[config.mk]
export PLATFORM = sky130hd
export DESIGN_NAME = mem_access_stage
export DESIGN_NICKNAME = d
export VERILOG_FILES = /design/src/rtl/mem_access_stage.sv
export SDC_FILE = /design/constraint.sdc
export NUM_CORES = 1
export LEC_CHECK = 0
export CAP_MARGIN = 5
export CORE_AREA = 2 2 136 138
export DETAILED_ROUTE_END_ITERATION = 12
export DIE_AREA = 0 0 138 140
export PLACE_DENSITY_LB_ADDON = 0.05
export SLEW_MARGIN = 20
export SYNTH_ARGS = -nofsm -noshare
export SYNTH_HDL_FRONTEND = slang
export SYNTH_SLANG_ARGS = --single-unit
[constraint.sdc]
create_clock -name clk -period 5.2 [get_ports clk]
set_clock_uncertainty 0.2 [all_clocks]
set_input_delay 1.04 -clock clk [delete_from_list [all_inputs] [get_ports clk]]
set_output_delay 1.04 -clock clk [all_outputs]
set_load 0.02 [all_outputs]
[src/rtl/mem_access_stage.sv]
// MEM pipeline stage: aligns/extends loads and packs stores over a req/ack data-memory port.
// Optional `define MEM_TIMEOUT_EN adds a 16-cycle WAIT timeout that ends the access with bus_err.
module mem_access_stage #(
    localparam int unsigned XLEN = 32,
    localparam int unsigned BE_W = XLEN / 8
) (
    input  logic            clk,
    input  logic            rst,
    input  logic [XLEN-1:0] alu_result,
    input  logic [XLEN-1:0] store_data,
    input  logic            mem_read,
    input  logic            mem_write,
    input  logic [2:0]      funct3,
    input  logic            regesterW,
    input  logic [1:0]      regSrc,
    input  logic [4:0]      Rd,
    output logic [XLEN-1:0] reg_write_data_half,
    output logic [XLEN-1:0] Mout,
    output logic            regesterWo,
    output logic [1:0]      regSrco,
    output logic [4:0]      Rdo,
    output logic            stall,
    output logic            dmem_req,
    output logic            dmem_we,
    output logic [XLEN-1:0] dmem_addr,
    output logic [XLEN-1:0] dmem_wdata,
    output logic [BE_W-1:0] dmem_be,
    input  logic [XLEN-1:0] dmem_rdata,
    input  logic            dmem_ack,
    output logic            misalign,
    output logic            bus_err
);

    typedef enum logic [1:0] {IDLE, WAIT, DONE} state_t;

    state_t            state_q, state_d;
    logic [XLEN-1:0]   addr_q, wdata_q, rdata_q;
    logic [BE_W-1:0]   be_q;
    logic              we_q;
    logic [2:0]        f3_q;
    logic [1:0]        lo_q;

    logic              access_c, size_w_c, size_h_c, mis_c;
    logic [BE_W-1:0]   be_c;
    logic [XLEN-1:0]   wdata_c;
    logic              latch_c, capture_c, timeout_c, err_c;
    logic [7:0]        byte_c;
    logic [15:0]       half_c;
    logic [XLEN-1:0]   load_c;

    assign reg_write_data_half = alu_result;
    assign regesterWo          = regesterW;
    assign regSrco             = regSrc;
    assign Rdo                 = Rd;

    // Decode size, alignment, byte enables and lane-replicated store data from the live request
    always_comb begin
        access_c = mem_read | mem_write;
        size_w_c = funct3[1];
        size_h_c = ~funct3[1] & funct3[0];
        mis_c    = access_c & ((size_w_c & (|alu_result[1:0])) | (size_h_c & alu_result[0]));
        if (size_w_c) begin
            be_c    = 4'hF;
            wdata_c = store_data;
        end else if (size_h_c) begin
            be_c    = alu_result[1] ? 4'hC : 4'h3;
            wdata_c = {2{store_data[15:0]}};
        end else begin
            be_c    = 4'(4'b0001 << alu_result[1:0]);
            wdata_c = {4{store_data[7:0]}};
        end
    end

    always_ff @(posedge clk or negedge rst) begin
        if (!rst) begin
            state_q <= IDLE;
            addr_q  <= '0;
            wdata_q <= '0;
            be_q    <= '0;
            we_q    <= 1'b0;
            f3_q    <= '0;
            lo_q    <= '0;
            rdata_q <= '0;
        end else begin
            state_q <= state_d;
            if (latch_c) begin
                addr_q  <= {alu_result[XLEN-1:2], 2'b00};
                wdata_q <= wdata_c;
                be_q    <= be_c;
                we_q    <= mem_write;
                f3_q    <= funct3;
                lo_q    <= alu_result[1:0];
            end
            if (capture_c) rdata_q <= dmem_rdata;
        end
    end

`ifdef MEM_TIMEOUT_EN
    logic [3:0] cnt_q;
    logic       err_q;

    // Counts ack-less WAIT cycles; the 16th one abandons the access
    always_ff @(posedge clk or negedge rst) begin
        if (!rst) begin
            cnt_q <= '0;
            err_q <= 1'b0;
        end else begin
            if (state_q == WAIT && !dmem_ack) cnt_q <= cnt_q + 4'd1;
            else                              cnt_q <= '0;
            if (latch_c)        err_q <= 1'b0;
            else if (timeout_c) err_q <= 1'b1;
        end
    end

    assign timeout_c = (state_q == WAIT) && !dmem_ack && (cnt_q == 4'hF);
    assign err_c     = err_q;
    assign bus_err   = (state_q == DONE) && err_q;
`else
    assign timeout_c = 1'b0;
    assign err_c     = 1'b0;
    assign bus_err   = 1'b0;
`endif

    always_comb begin
        state_d    = state_q;
        dmem_req   = 1'b0;
        dmem_we    = 1'b0;
        dmem_addr  = '0;
        dmem_wdata = '0;
        dmem_be    = '0;
        stall      = 1'b0;
        misalign   = 1'b0;
        latch_c    = 1'b0;
        capture_c  = 1'b0;
        case (state_q)
            IDLE: begin
                // rst gates the live-input path so reset forces the bus quiet at once
                if (rst && access_c) begin
                    if (mis_c) begin
                        misalign = 1'b1;
                    end else begin
                        dmem_req   = 1'b1;
                        dmem_we    = mem_write;
                        dmem_addr  = {alu_result[XLEN-1:2], 2'b00};
                        dmem_wdata = wdata_c;
                        dmem_be    = be_c;
                        stall      = 1'b1;
                        latch_c    = 1'b1;
                        state_d    = WAIT;
                    end
                end
            end
            WAIT: begin
                dmem_req   = 1'b1;
                dmem_we    = we_q;
                dmem_addr  = addr_q;
                dmem_wdata = wdata_q;
                dmem_be    = be_q;
                stall      = 1'b1;
                if (dmem_ack) begin
                    capture_c = 1'b1;
                    state_d   = DONE;
                end else if (timeout_c) begin
                    state_d   = DONE;
                end
            end
            DONE:    state_d = IDLE;
            default: state_d = IDLE;
        endcase
    end

    // Lane select and sign/zero extension of the captured read word
    always_comb begin
        case (lo_q)
            2'd0:    byte_c = rdata_q[7:0];
            2'd1:    byte_c = rdata_q[15:8];
            2'd2:    byte_c = rdata_q[23:16];
            default: byte_c = rdata_q[31:24];
        endcase
        half_c = lo_q[1] ? rdata_q[31:16] : rdata_q[15:0];
        if (f3_q[1])      load_c = rdata_q;
        else if (f3_q[0]) load_c = {{16{half_c[15] & ~f3_q[2]}}, half_c};
        else              load_c = {{24{byte_c[7] & ~f3_q[2]}}, byte_c};
        Mout = (state_q == DONE && !we_q && !err_c) ? load_c : '0;
    end

endmodule

==> results.yml, run 1 <==
yosys:
  synth_fa_ha_area_share_pct: 0
  synthCells: 624
  synth_top_area_share_pct: 43.3
  synth-edff-count: 0
  synth_area_leaders: "dfrtp_1 43%, mux2_2 15%, a22o_1 6.1%, buf_4 5.8%, nand2_1 4.8%"
  synth_compound_area_share_pct: 15.1
  yosysWarnings: 0
  synth_area_sq_um: 6130
  async_reset_ff_share_pct: 100
  yosysUniqueCellTypes: 41
  yosysTopAreaCell: "dfrtp_1"
  yosys.area_share.simple_pct: 11.0
  synth_top_family_by_area: "multiplexers"
  synth-seq-area-share_pct: 43.3
  synth_seq_cells: 106
  muxShareOfSynthArea_pct: 18.7
  avgSynthCellArea_sq_um: 9.83
  synthFlopType: "dfrtp_1"
  synth_xor_area_share_pct: 0.428
route:
  vias: 5309
  post_drt_wl_per_cell_microns: 18.3
  dr.pass1.iters: 5
  routed_via_density: 5.12
  route.detailed.drc: 0
  drt-initial-drc-count: 229
  wl_microns: 19000
  ant_nets: 0
sta:
  relSlewSlack_pct: 42.2
  post-route-period-util_pct: 88.4
  setup_tns_ns: 0
  maxSlewViolCount: 0
  finalHoldViolations: 0
  timing.final.ws_setup_ns: 0.601
  fin_crit_ns: 4.60
  finalSetupViolations: 0
  worstMarginPinSlew_ns: 0.868
  rsz0062_at_grt: "no"
  fmax_mhz: 217
setup_path:
  crit_type: "primary input to primary output"
  cp.arrival_ns: 3.36
  cpMostUsedCell: "clkdlybuf4s50_1"
  slowest_stage: "clkdlybuf4s50_1"
  cp-end-kind: "primary output"
  cp_cell_sequence: "clkdlybuf4s50_1, nor2_2, or2_1, and2_4, buf_12, a22o_1, clkdlybuf4s50_1"
  r2r_cells: 7
  crit_start: "alu_result[1]"
  cpPeakStageDelay_ns: 0.60
  cp-start-kind: "primary input"
  cp-endpoint: "dmem_addr[16]"
  required_ns: 3.96
  crit_fanout: 47
  crit_buf_inv: 3
  crit-reg2reg-launch: "state_q[0]"
  timing.rr.end: "rdata_q[2]"
  crit_family: "buffers and inverters"
  r2r_setup_slack_ns: 2.11
  cp.depth: 7
clock_tree:
  cts.reportedPaths.clkPinSlew_ns: 0.07
  worstSkewPairLatency_ns: 0.34
  cts_tree: "done"
  post_cts_resized: 0
  cts_sinks: 106
  cts_buffers: 9
  postCtsSetupBuffers: 0
  holdBufCountCts: 0
  cts_buffer_depth: 2
  root_buffer: "clkbuf_16"
  htree_levels: 3
cells_and_area:
  fin_area_sq_um: 8720
  drive_above_1_share_pct: 15.7
  fin_util_pct: 49.1
  layout.cells.non_filler: 1036
  nets: 914
  diodes: 0
  area_growth_pct: 42.2
placement:
  hpwl_microns: 13700
  globalplace.congestion: 0.833
  io_buffers: 237
  preCtsSetupSlack_ns: 0.576
  dp_cells: 1020
  dpl_cell_area_sq_um: 8370
floorplanning:
  core-area_sq_um: 17800
  die-area_sq_um: 19300
  rows: 49
  io_pins: 257
  die_height_microns: 140
  die_w_microns: 138
  start_util_pct: 34.5
run_status:
  outcome: "finished clean"
grt:
  antenna_found_initial: 0
  grt_usage_pct: 19.3
  grt_pass1_wl_microns: 30000
  grt_pass1_vias: 5427
  grt-ovfl-total: 0
  grt_start_max_net_pins: 69
pwr:
  cellPowerDensity_nw_per_um2: 381
  power.leakage_nw: 3.65
  ir_worst_vdd_uv: 243
min_path:
  hold_path_class: "flop to flop"
job:
  cap_viol_max_count: 0
[cells by family (layout without fill, tap and decap cells)]
family	count (synthesis)	in the layout
AO/OA/AOI/OAI	138	138
flip-flops	106	106
AND/OR/NAND/NOR	150	150
buffers and inverters	123	304
multiplexers	103	103
other	1	3
XOR/XNOR	3	3
[cells in the mapped netlist (all sizes together) (2+ instances only)]
library cell / number
a2111oi: 7
a21oi: 30
a22o: 43
a22oi: 2
buf: 73
clkbuf: 16
dfrtp: 106
inv: 34
mux2: 84
mux2i: 18
nand2: 80
nand2b: 2
nand3: 32
nor2: 21
nor2b: 4
nor3: 2
o211ai: 9
o21ai: 43
or2: 2
or3: 2
or3b: 2
xor2: 2
[metal layers]
layer	vias up	global-route usage (%)	routed length, microns
met3	17	6.63	1510
met1	2610	23.4	7720
li1	2491	-	-
met2	191	33.4	9480
met5	-	0	0
met4	0	3.71	265
[worst min-delay path by stage]
stage	start	endpoint	slack [ns]	cells past startpoint
floorplan	be_q[0]	be_q[0]	0.27	1
global placement	be_q[0]	be_q[0]	0.29	1
detailed placement	be_q[0]	be_q[0]	0.29	1
CTS	addr_q[6]	addr_q[6]	0.31	1
global route	addr_q[6]	addr_q[6]	0.32	1
finish	addr_q[26]	addr_q[26]	0.31	1
[layout make-up]
class	instances	area [sq um]
Inverter	34	128
Multi-Input combinational cell	397	2800
Fill cell	1666	9060
Clock buffer	9	225
Clock inverter	7	124
Sequential cell	106	2650
Timing Repair Buffer	254	2510
Tap cell	229	287
[where the power goes]
| group | internal [W] | total (W) | switching [W] |
|---|---|---|---|
| combinational | 0.000613 | 0.00119 | 0.000575 |
| clock | 0.000476 | 0.000804 | 0.000327 |
| sequential | 0.00111 | 0.00133 | 0.000218 |
[stage by stage]
stage	power, W	hold WS (ns)
2_1_floorplan	0.00203	0.267
3_3_place_gp	0.00252	0.288
3_5_place_dp	0.00254	0.292
4_1_cts	0.00337	0.311
5_1_grt	0.00353	0.315
6_report	0.00332	0.312
[state kept, by name, summed over array words and instances (netlist names)]
name	cells
lo_q	2
be_q	4
rdata_q	32
state_q	2
we_q	1
addr_q	30
wdata_q	32
f3_q	3
[layout by cell type (no fill, tap or decap), types with 2 or more instances in the layout]
master / netlist / routed
clkdlybuf4s50_1: 0 / 236
dfrtp_1: 106 / 106
mux2_2: 83 / 83
nand2_1: 79 / 79
a22o_1: 43 / 43
o21ai_0: 43 / 43
inv_1: 34 / 34
nand3_1: 32 / 32
a21oi_1: 30 / 30
nor2_1: 18 / 18
mux2i_1: 18 / 18
buf_4: 47 / 17
clkbuf_16: 0 / 9
o211ai_1: 8 / 8
a2111oi_0: 7 / 7
nor2_2: 3 / 3
nor2b_1: 4 / 3
conb_1: 1 / 3
bufinv_16: 0 / 3
or3_1: 2 / 2
xor2_1: 2 / 2
a22oi_1: 2 / 2
nand2b_1: 2 / 2
or3b_1: 2 / 2
Power figures use the tool's default switching activity.
==> inputs of run 2 (changes only) <==
--- a/config.mk
+++ b/config.mk
@@ -10,6 +10,7 @@
 export DETAILED_ROUTE_END_ITERATION = 12
 export DIE_AREA = 0 0 138 140
 export PLACE_DENSITY_LB_ADDON = 0.05
+export SKIP_LAST_GASP = 1
 export SLEW_MARGIN = 20
 export SYNTH_ARGS = -nofsm -noshare
 export SYNTH_HDL_FRONTEND = slang
==> constraint.sdc (replaced) <==
create_clock -name clk -period 4 [get_ports clk]
set_clock_uncertainty 0.2 [all_clocks]
set_input_delay 0.8 -clock clk [delete_from_list [all_inputs] [get_ports clk]]
set_output_delay 0.8 -clock clk [all_outputs]
set_load 0.02 [all_outputs]
==> run 2 against run 1 <==
Effect of this change: first-iteration DRC count increased by 10%; sequential power increased by 29%; critical path depth decreased by 2; non-clock buffer count increased by 15; sequential cell count unchanged; total power increased by 27%.
==> results.yml, run 2 (synthesized netlist as in run 1, its figures left out) <==
setup_path:
  crit_buf_inv: 1
  crit-reg2reg-launch: "state_q[0]"
  cpPeakStageDelay_ns: 0.63
  crit_type: "flop to primary output"
  cp.arrival_ns: 2.90
  cpMostUsedCell: "or3b_1"
  crit_fanout: 11
  cp.depth: 5
  cp-end-kind: "primary output"
  required_ns: 3.00
  r2r_setup_slack_ns: 1.61
  crit_family: "simple AND/OR/NAND/NOR gates"
  cp_cell_sequence: "or3b_1, or3b_1, a21bo_1, a22o_1, clkdlybuf4s50_1"
  slowest_stage: "clkdlybuf4s50_1"
  timing.rr.end: "rdata_q[29]"
  cp-start-kind: "flop"
  r2r_cells: 6
route:
  post_drt_wl_per_cell_microns: 18.0
  ant_nets: 0
  vias: 5275
  wl_microns: 18900
  routed_via_density: 5.02
  dr.pass1.iters: 4
  route.detailed.drc: 0
  drt-initial-drc-count: 253
floorplanning:
  io_pins: 257
  rows: 49
  die_height_microns: 140
  die_w_microns: 138
  core-area_sq_um: 17800
  start_util_pct: 34.5
  die-area_sq_um: 19300
grt:
  grt_usage_pct: 19.4
  grt_start_max_net_pins: 82
  antenna_found_initial: 1
  grt_pass1_wl_microns: 30100
  grt_pass1_vias: 5502
  grt-ovfl-total: 0
clock_tree:
  cts_buffer_depth: 2
  worstSkewPairLatency_ns: 0.34
  cts_sinks: 106
  root_buffer: "clkbuf_16"
  cts_buffers: 9
  postCtsSetupBuffers: 0
  cts.reportedPaths.clkPinSlew_ns: 0.07
  cts_tree: "done"
  htree_levels: 3
cells_and_area:
  fin_util_pct: 50.1
  nets: 929
  drive_above_1_share_pct: 17.1
  final_common_cell: "clkdlybuf4s50_1"
  area_growth_pct: 45.3
  fin_area_sq_um: 8910
  reg_top3: "rdata_q: 32 flops, wdata_q: 32 flops, addr_q: 30 flops"
  final_cell_mix: "207 x clkdlybuf4s50_1, 106 x dfrtp_1, 83 x mux2_2, 79 x nand2_1"
min_path:
  hold_path_class: "primary input to asynchronous set/reset pin"
pwr:
  clock_power_share_pct: 22.3
  combPwrFrac_pct: 37.1
  p_switching_w: 0.00143
  internal_power_w: 0.00280
  sw_frac_of_total_pct: 33.8
  p_seq_share_pct: 40.5
  power.leakage_nw: 4.15
  ir_worst_vdd_uv: 225
  cellPowerDensity_nw_per_um2: 475
placement:
  hpwl_microns: 13800
  dpl_cell_area_sq_um: 8510
  io_buffers: 237
  globalplace.congestion: 0.820
sta:
  rsz0062_at_grt: "yes"
  fin_crit_ns: 3.90
  post-route-period-util_pct: 97.6
  worstMarginPinSlew_ns: 0.799
  maxSlewViolCount: 0
  setup_tns_ns: 0
  fmax_mhz: 256
  relSlewSlack_pct: 46.7
  finalSetupViolations: 0
  finalHoldViolations: 0
job:
  cap_viol_max_count: 0
run_status:
  outcome: "finished clean"
## run 2: cell types whose count changed in the layout (fill, tap and decap cells not counted), moves of 2 or more
| cell | before | now |
|---|---|---|
| dlymetal6s2s_1 | 0 | 29 |
| buf_4 | 17 | 27 |
| buf_6 | 0 | 3 |
| clkdlybuf4s50_1 | 236 | 207 |
| buf_12 | 1 | 3 |
## run 2: metrics by stage
step | hold WS (ns) | cells | worst slack (ns) | power [W]
floorplan | 0.267 | 626 | 0.922 | 0.00264
global placement | 0.284 | 1035 | 0.0998 | 0.00330
detailed placement | 0.293 | 1035 | 0.0474 | 0.00333
CTS | 0.265 | 1049 | 0.0416 | 0.00429
global route | 0.286 | 1050 | -0.0483 | 0.00450
finish | 0.261 | 1050 | 0.0953 | 0.00423
## run 2: worst register-to-register path, stage by stage (launching register included)
cell and delay, ns:
dfrtp_1 0.34, buf_4 0.34, nor2b_4 0.48, buf_12 0.25
nand2_1 0.09, buf_4 0.26, mux2_2 0.33
## run 2: area by class of cell
| type | instances | area (sq um) |
|---|---|---|
| fill | 1638 | 8870 |
| clock inverter | 4 | 76.3 |
| antenna | 1 | 2.50 |
| sequential | 106 | 2650 |
| inverter | 34 | 128 |
| tap | 229 | 287 |
| multi-input combinational | 397 | 2800 |
| clock buffer | 10 | 229 |
| timing repair buffer | 269 | 2730 |
## run 2: per-layer routing
metal  wire (microns)  part of all wire (%)  up-vias  global-route usage, %
li1                 -                     -     2523                      -
met1             8130                    43     2547                   24.6
met2             9280                    49      185                   32.9
met3             1160                   6.1       20                   4.48
met4              333                   1.8        0                   6.55
met5                0                     0        -                      0
## run 2: power by group through the flow
stage / Combinational, W / Sequential, W / Clock [W]
6_report: 0.00157 / 0.00172 / 0.000945
5_1_grt: 0.00171 / 0.00177 / 0.00102
4_1_cts: 0.00160 / 0.00172 / 0.000974
3_5_place_dp: 0.00159 / 0.00173 / 0
3_3_place_gp: 0.00157 / 0.00173 / 0
2_1_floorplan: 0.00100 / 0.00164 / 0
## run 2: what timing repair did
| item | CTS | global route |
|---|---|---|
| resized for setup | 0 | 33 |
| endpoints found under the hold margin | 0 | 0 |
| hold buffers | 0 | 0 |
| setup endpoints to repair | 0 | 58 |
## run 2: worst max-delay path by stage
stage,start,endpoint,slack (ns)
after floorplan,f3_q[0],Mout[0],0.92
after global placement,funct3[0],dmem_addr[30],0.1
after detailed placement,funct3[0],dmem_addr[27],0.05
after CTS,funct3[0],dmem_addr[27],0.04
after global routing,f3_q[0],Mout[3],-0.05
final,we_q,Mout[15],0.1
==> inputs of run 3 (changes only) <==
--- a/config.mk
+++ b/config.mk
@@ -6,9 +6,11 @@
 export NUM_CORES = 1
 export LEC_CHECK = 0
 export CAP_MARGIN = 5
-export CORE_AREA = 2 2 136 138
+export CELL_PAD_IN_SITES_DETAIL_PLACEMENT = 0
+export CELL_PAD_IN_SITES_GLOBAL_PLACEMENT = 1
+export CORE_AREA = 2 2 149 151
 export DETAILED_ROUTE_END_ITERATION = 12
-export DIE_AREA = 0 0 138 140
+export DIE_AREA = 0 0 151 153
 export PLACE_DENSITY_LB_ADDON = 0.05
 export SKIP_LAST_GASP = 1
 export SLEW_MARGIN = 20
==> run 3 against run 2 <==
Effect of this change: core utilization decreased by 8.2 points; critical path type is now primary input to primary output; global-route usage fell by 2.6 points; maximum frequency up 0.44%; non-clock buffer count up 9; sequential share of layout area down 0.31 points; final area grew 1.1%; sequential cell count stayed put.
==> results.yml, run 3 (synthesized netlist as in run 1, its figures left out) <==
run_status:
  outcome: "finished clean"
clock_tree:
  worstSkewPairLatency_ns: 0.35
  cts_buffer_depth: 2
  root_buffer: "clkbuf_16"
  cts_tree: "done"
  cts.reportedPaths.clkPinSlew_ns: 0.07
  htree_levels: 3
  holdBufCountCts: 0
  cts_sinks: 106
  cts_buffers: 9
floorplanning:
  start_util_pct: 28.5
  die_height_microns: 153
  rows: 54
  die-area_sq_um: 23100
  io_pins: 257
  core-area_sq_um: 21500
  die_w_microns: 151
sta:
  timing.final.ws_setup_ns: 0.113
  finalHoldViolations: 0
  worstMarginPinSlew_ns: 0.761
  maxSlewViolCount: 0
  setup_tns_ns: 0
  rsz0062_at_grt: "no"
  finalSetupViolations: 0
  post-route-period-util_pct: 97.2
  relSlewSlack_pct: 49.1
  fin_crit_ns: 3.89
  fmax_mhz: 257
placement:
  preCtsSetupSlack_ns: 0.0704
  io_buffers: 237
  globalplace.congestion: 0.803
  hpwl_microns: 14500
route:
  routed_via_density: 4.76
  route.detailed.drc: 0
  vias: 5291
  drt-initial-drc-count: 172
  dr.pass1.iters: 4
  ant_nets: 0
  wl_microns: 19500
  post_drt_wl_per_cell_microns: 17.6
cells_and_area:
  area_growth_pct: 46.8
  final_cell_mix: "231 x clkdlybuf4s50_1, 106 x dfrtp_1, 83 x mux2_2, 79 x nand2_1"
  fill_cells: 2091
  diodes: 0
  nets: 938
  drive_above_1_share_pct: 18.3
  final_common_cell: "clkdlybuf4s50_1"
  reg_top3: "rdata_q: 32 flops, wdata_q: 32 flops, addr_q: 30 flops"
grt:
  grt_start_max_net_pins: 74
  grt_pass1_wl_microns: 30300
  grt-ovfl-total: 0
  grt_usage_pct: 16.9
  grt_pass1_vias: 5447
  antenna_found_initial: 0
setup_path:
  crit_fanout: 10
  required_ns: 3.00
  r2r_setup_slack_ns: 1.62
  cp-end-kind: "primary output"
  crit-reg2reg-launch: "state_q[1]"
  cp-endpoint: "dmem_addr[31]"
  crit_start: "funct3[0]"
  r2r_cells: 7
  cp-start-kind: "primary input"
  cp.arrival_ns: 2.89
  crit_type: "primary input to primary output"
  timing.rr.end: "addr_q[10]"
pwr:
  cellPowerDensity_nw_per_um2: 468
  power.leakage_nw: 3.85
  ir_worst_vdd_uv: 178
  totalPowerFinal_w: 0.00422
job:
  cap_viol_max_count: 0
min_path:
  hold_path_class: "primary input to asynchronous set/reset pin"
## run 3: cell count changes in the layout (fill, tap and decap cells not counted), sizes merged
cell / delta
clkdlybuf4s50: +24
dlymetal6s2s: -24
clkinv: +4
clkinvlp: -1
diode: -1
buf: +9
bufinv: -1
## run 3: repair_timing
item                       in CTS  in global routing
gates resized for setup         1                  7
setup endpoints to repair       1                 11
pin swaps                       0                  0
buffers inserted                0                  0
## run 3: critical path: stages
cell	delay, ns
clkdlybuf4s50_1	0.57
a21oi_1	0.11
or2_1	0.25
and2_4	0.19
buf_4	0.18
a22o_1	0.23
clkdlybuf4s50_1	0.55
## run 3: per-layer routing
metal	part of all wire, %	routed length, microns	global-route usage [%]
met5	0	0	0
met4	1.9	365	5.25
met3	5.7	1110	3.64
met2	49	9630	29.3
met1	43	8440	20.8
## run 3: worst min path at each step
stage	slack, ns	end	cells after the start	start
floorplan	0.27	be_q[0]	1	be_q[0]
global placement	0.29	rdata_q[5]	1	rdata_q[5]
detailed placement	0.30	addr_q[2]	1	addr_q[2]
CTS	0.02	be_q[1]	1	rst
global route	0.02	be_q[1]	1	rst
finish	0.04	be_q[1]	1	rst
## run 3: area by class of cell
cell class | instances | area, sq um | area share [%]
multi-input cells | 397 | 2800 | 31.1
repair buffers | 278 | 2770 | 30.8
flip-flops and latches | 106 | 2650 | 29.5
well taps | 280 | 350 | 3.89
clock buffers | 10 | 229 | 2.54
inverters | 34 | 128 | 1.42
clock inverters | 6 | 66.3 | 0.737
## run 3: through the flow
stage | util (%) | cell area [sq um] | instances | hold WS, ns
2_1_floorplan | - | 6140 | 626 | 0.267
3_3_place_gp | 40.3 | 8660 | 1094 | 0.288
3_5_place_dp | 40.3 | 8660 | 1094 | 0.296
4_1_cts | 41.7 | 8960 | 1110 | 0.0237
5_1_grt | 41.9 | 9000 | 1111 | 0.0232
6_report | 41.9 | 9000 | 1111 | 0.0430
## run 3: power breakdown
part | switching [W] | leakage [nW] | internal, W | total [W]
sequential | 0.000250 | 1.27 | 0.00145 | 0.00170
clock | 0.000421 | 0.147 | 0.000489 | 0.000910
combinational | 0.000773 | 2.43 | 0.000834 | 0.00161
